**config.mk**
```make
export PLATFORM = sky130hd
export DESIGN_NAME = sum_every_n
export DESIGN_NICKNAME = d
export VERILOG_FILES = /design/src/rtl/sum_every_n_pkg.sv /design/src/rtl/sen_out_reg.sv /design/src/rtl/sum_every_n.sv
export SDC_FILE = /design/constraint.sdc
export NUM_CORES = 1
export LEC_CHECK = 0
export ABC_AREA = 0
export CAP_MARGIN = 0
export CORE_MARGIN = 4
export CORE_UTILIZATION = 48
export DETAILED_ROUTE_END_ITERATION = 10
export HOLD_SLACK_MARGIN = 0.15
export PLACE_DENSITY = 0.75
export RECOVER_POWER = 50
export SYNTH_ARGS = -nofsm -noshare
export SYNTH_HDL_FRONTEND = slang
export SYNTH_SLANG_ARGS = --single-unit
```
**constraint.sdc**
```tcl
create_clock -name clk -period 2.8 [get_ports clk]
set_clock_uncertainty 0.05 [all_clocks]
set_input_delay 0.28 -clock clk [delete_from_list [all_inputs] [get_ports clk]]
set_output_delay 0.28 -clock clk [all_outputs]
set_load 0.03 [all_outputs]
```
**src/rtl/sum_every_n_pkg.sv**
```systemverilog
// sum_every_n_pkg: shared types and arithmetic helpers for the group-sum accumulator
package sum_every_n_pkg;

    typedef enum logic {S_IDLE, S_ACC} state_t;

    localparam int XW = 64;

    // Zero- or sign-extend the low iw bits of x to the full helper width
    function automatic logic [XW-1:0] ext_sample(input logic [XW-1:0] x, input int iw, input logic sgn);
        logic [XW-1:0] m;
        m = {XW{1'b1}} << iw;
        return (sgn && x[iw-1]) ? (x | m) : (x & ~m);
    endfunction

    // Clamp a requested group length into 1..n_max
    function automatic int n_eff(input int cfg, input int n_max);
        return (cfg == 0) ? 1 : (cfg > n_max) ? n_max : cfg;
    endfunction

endpackage

```
**src/rtl/sen_out_reg.sv**
```systemverilog
// sen_out_reg: single-entry valid/ready holding register for the emitted sum
module sen_out_reg #(
    parameter int OW = 11,
    parameter int CW = 4
) (
    input  logic          clk,
    input  logic          rst,
    input  logic          i_load,
    input  logic [OW-1:0] i_sum,
    input  logic [CW-1:0] i_cnt,
    input  logic          i_take,
    output logic          o_dval,
    output logic [OW-1:0] o,
    output logic [CW-1:0] o_cnt,
    output logic          o_free
);

    assign o_free = ~o_dval | i_take;

    // Load a new sum when emitted, otherwise drop valid once the consumer takes it
    always_ff @(posedge clk or negedge rst) begin
        if (!rst) begin
            o_dval <= 1'b0;
            o      <= '0;
            o_cnt  <= '0;
        end else if (i_load) begin
            o_dval <= 1'b1;
            o      <= i_sum;
            o_cnt  <= i_cnt;
        end else if (i_take) begin
            o_dval <= 1'b0;
        end
    end

endmodule

```
**src/rtl/sum_every_n.sv**
```systemverilog
// sum_every_n: sums each group of cfg_n accepted samples with flush and valid/ready on both sides
module sum_every_n
    import sum_every_n_pkg::*;
#(
    parameter int IW     = 8,
    parameter int N_MAX  = 8,
    parameter int SIGNED = 0,
    localparam int CW    = $clog2(N_MAX + 1),
    localparam int OW    = IW + $clog2(N_MAX)
) (
    input  logic          clk,
    input  logic          rst,
    input  logic [CW-1:0] cfg_n,
    input  logic          i_flush,
    input  logic          i_dval,
    output logic          i_rdy,
    input  logic [IW-1:0] i,
    output logic          o_dval,
    input  logic          o_rdy,
    output logic [OW-1:0] o,
    output logic [CW-1:0] o_cnt
);

    state_t        r_state;
    logic [OW-1:0] r_acc;
    logic [CW-1:0] r_cnt;
    logic [CW-1:0] r_n;
    logic [OW-1:0] w_ext;
    logic [OW-1:0] w_sum;
    logic [CW-1:0] w_cnt;
    logic [CW-1:0] w_n_eff;
    logic          w_acc;
    logic          w_flush;
    logic          w_free;
    logic          w_close;

    assign i_rdy   = rst & w_free;
    assign w_acc   = i_dval & i_rdy;
    assign w_flush = i_flush & i_rdy;
    assign w_ext   = OW'(ext_sample(XW'(i), IW, SIGNED != 0));
    assign w_n_eff = CW'(n_eff(int'(cfg_n), N_MAX));

    // Running sum and count including this cycle's sample; the group closes on reaching its length or on flush
    always_comb begin
        w_sum   = (r_state == S_ACC ? r_acc : '0) + (w_acc ? w_ext : '0);
        w_cnt   = (r_state == S_ACC ? r_cnt : '0) + CW'(w_acc);
        w_close = w_acc ? (w_flush || w_cnt == (r_state == S_ACC ? r_n : w_n_eff))
                        : (w_flush && r_state == S_ACC);
    end

    // Group FSM: latch the length on the first sample, accumulate, and return to idle on close
    always_ff @(posedge clk or negedge rst) begin
        if (!rst) begin
            r_state <= S_IDLE;
            r_acc   <= '0;
            r_cnt   <= '0;
            r_n     <= '0;
        end else begin
            if (w_acc && r_state == S_IDLE)
                r_n <= w_n_eff;
            if (w_close) begin
                r_state <= S_IDLE;
                r_acc   <= '0;
                r_cnt   <= '0;
            end else if (w_acc) begin
                r_state <= S_ACC;
                r_acc   <= w_sum;
                r_cnt   <= w_cnt;
            end
        end
    end

    sen_out_reg #(.OW(OW), .CW(CW)) u_out (
        .clk    (clk),
        .rst    (rst),
        .i_load (w_close),
        .i_sum  (w_sum),
        .i_cnt  (w_cnt),
        .i_take (o_rdy),
        .o_dval (o_dval),
        .o      (o),
        .o_cnt  (o_cnt),
        .o_free (w_free)
    );

endmodule

```
==> results.toml <==
[status]
status = "finished, final reports clean"

[setup_path]
critPathLaunch = "u_out.o_dval"
start_kind = "flip-flop"
cp-end-kind = "flip-flop"
crit_arrival_ns = 2.90
crit_required_ns = 2.92
r2r_start = "u_out.o_dval"
maximum_fanout_encountered_on_the_critical_timing_path = 5
crit_type = "reg2reg"

[power_and_ir_drop]
clock_power_share_pct = 20.7
ir_worst_vdd_v = 0.000480
total_power_mw = 1.86
power_frac_seq_pct = 37.2
power.static_leakage_nw = 1.46
swShare_pct = 35.5
p_per_area_mw_per_mm2 = 623
share_comb_of_total_power_pct = 42.1
p_switching_uw = 661
internal_power_mw = 1.20

[timing]
max_clock_freq_ghz = 0.360
setup_ws_ns = 0.0252
fin_crit_ns = 2.77
setup_total_negative_slack_ns = 0
ratio_of_final_minimum_period_to_clock_period_pct = 99.1
finalMaxSlewViolations = 0
hold-worst-slack_ns = 0.270
rel_slew_slack_pct = 40.7
report.final.setup_viol = 0
report.final.hold_viol_count = 0
tightest_slew_ns = 0.890
grt_setup_unrepaired = "true"

[clock_network]
tritoncts.num_buffers = 5
cts-root-to-sink-buffers = 2
tritoncts_clock_tree = "built"
clk_transition_reported_paths_ns = 0.07
clkLatencyLatePin_ns = 0.29
cts_htree_levels = 2
cts_root_buf = "sky130_fd_sc_hd__clkbuf_8"
sink_count = 36

[finish]
final_area_mm2 = 0.00299
area_growth_syn_to_layout_pct = 37.6
finish.cell_count_without_fillers = 325
filler_cell_count = 343
final_core_utilization_pct = 68.3
layout.nets = 300
seq_area_um2 = 902
layout.cells.most_common_list = "35 x sky130_fd_sc_hd__dfrtp_1, 33 x sky130_fd_sc_hd__buf_4, 31 x sky130_fd_sc_hd__clkdlybuf4s50_1"
diodes = 0
most_common_cell_after_layout_fill_and_taps_aside = "sky130_fd_sc_hd__dfrtp_1"
layout-drive-gt1-share_pct = 30.0
footprint_of_the_multi_input_gates_mm2 = 0.00128

[detailed_routing]
vias = 1750
detail_route.wl_per_cell_um = 14.5
residual_drc_count = 0
first_iter_violations = 59
final_antenna_net_count = 0
detailedRoute.firstPassIterationCount = 4
vias_per_cell = 5.38
detail_route.wirelength_mm = 4.73

[place]
placedInstanceArea_mm2 = 0.00280
place_congestion = 0.869
dp_slack_ns = -0.367
port-buffer-count = 33
cell_count_after_placement = 313
dpl.hpwl_mm = 3.35

[global_routing]
grt_antenna_before_repair = 0
grt_pass1_wl_mm = 7.62
global_route.usage.total_pct = 17.6
gr-total-overflow = 0
grt_pass1_vias = 1732
grt_start_max_net_pins = 37

[synthesis]
synth.cell_area_mm2 = 0.00218
post-synth-top-area-fraction_pct = 41.4
netlist_instances = 202
avgSynthCellArea_um2 = 10.8
synth_warnings = 0
netlist_top_cells_area = "sky130_fd_sc_hd__dfrtp_1 41%, sky130_fd_sc_hd__ha_1 5.8%, sky130_fd_sc_hd__a22o_1 5.2%"
synth.net_count = 230
synth_edf_count = 0
postSynth.asyncResetShare_pct = 100
postSynth.topFlopCell = "sky130_fd_sc_hd__dfrtp_1"
leading_area_contributor_after_synthesis = "sky130_fd_sc_hd__dfrtp_1"
ys_types = 42
synth-seq-area-share_pct = 41.4
ys_ff_latch = 36

[die]
die-area_mm2 = 0.00567
fp-row-count = 24
floorplan.initialDensity_pct = 49.6
core_area_mm2 = 0.00438
io_pins = 34
die_width_um = 75.3
chipHeight_um = 75.3

[worst_hold_path]
min-delay-path-class = "in2reg"
min-delay-start = "o_rdy"

[run]
max-cap-violations = 0
## layer usage
metal | vias up | wire, um | global-route usage, %
li1 | 856 | - | -
met1 | 859 | 2170 | 21.7
met5 | - | 0 | 0
met4 | 0 | 61 | 6.41
met2 | 30 | 2340 | 30.3
met3 | 5 | 155 | 3.56
## critical path, stage by stage, from the launching register on
cell	delay [ns]
sky130_fd_sc_hd__dfrtp_2	0.43
sky130_fd_sc_hd__nand2b_4	0.07
sky130_fd_sc_hd__and2_4	0.17
sky130_fd_sc_hd__nand2_8	0.07
sky130_fd_sc_hd__inv_8	0.08
sky130_fd_sc_hd__and2_4	0.14
sky130_fd_sc_hd__ha_4	0.13
sky130_fd_sc_hd__inv_2	0.04
sky130_fd_sc_hd__fa_2	0.39
sky130_fd_sc_hd__nor2b_2	0.14
sky130_fd_sc_hd__o31a_1	0.19
sky130_fd_sc_hd__o221a_4	0.22
sky130_fd_sc_hd__o211ai_1	0.11
sky130_fd_sc_hd__mux2i_1	0.16
sky130_fd_sc_hd__mux2_2	0.27
## power by group through the flow
stage	Clock (mW)	Sequential, mW	Combinational [mW]
2_1_floorplan	0	0.794	0.402
4_1_cts	0.402	0.691	0.767
3_3_place_gp	0	0.697	0.750
5_1_grt	0.415	0.708	0.849
6_report	0.387	0.693	0.785
3_5_place_dp	0	0.700	0.762
## final timing paths
kind	cells past startpoint	slack, ns	end
max in group asynchronous	3	1.40	u_out.o_dval
min reg2reg	2	0.44	r_n[0]
max	14	0.03	u_out.o[10]
min in group asynchronous	3	0.70	u_out.o[9]
max reg2reg	14	0.03	u_out.o[10]
min	3	0.27	u_out.o_dval
## logic make-up after synthesis
group	share of synthesized area, %
mux	12.2
simple gates	15.2
buf+inv	4.08
fa+ha+maj	6.67
xor+xnor	4.43
flops	41.4
compound gates	16.0
## Yosys cell counts, types with 5 or more instances
master                     instances
sky130_fd_sc_hd__nand2b_1          8
sky130_fd_sc_hd__ha_1             10
sky130_fd_sc_hd__o21a_1            5
sky130_fd_sc_hd__and2_1           17
sky130_fd_sc_hd__xnor2_1           8
sky130_fd_sc_hd__inv_1             7
sky130_fd_sc_hd__nand2_1          15
sky130_fd_sc_hd__a22o_1           13
sky130_fd_sc_hd__dfrtp_1          36
sky130_fd_sc_hd__mux2_4            6
sky130_fd_sc_hd__o21ai_0           9
sky130_fd_sc_hd__mux2_2           10
sky130_fd_sc_hd__nor2_1           10
## sequential cells by signal, summed over array words and instances, names as in the netlist
name / flops
r_acc: 11
u_out.o: 11
r_cnt: 4
r_n: 4
u_out.o_cnt: 4
r_state: 1
u_out.o_dval: 1
## what timing repair did
item                                    CTS  global route
resized for setup                         1            15
hold buffers                              1             0
endpoints found under the setup margin    2            16
cloned                                    0             1
buffers inserted                          0             2
pin swaps                                 1             7
endpoints found under the hold margin    36             0
## layout make-up
| cell class | count | share of cell area [%] |
|---|---|---|
| multi-input combinational | 151 | 42.8 |
| timing repair buffer | 70 | 20.5 |
| clock buffer | 6 | 2.76 |
| clock inverter | 2 | 0.334 |
| sequential | 36 | 30.1 |
| inverter | 7 | 1.13 |
| tap | 52 | 2.17 |
| timing repair inverter | 1 | 0.209 |
No activity file was read; power rests on OpenSTA's default activity.
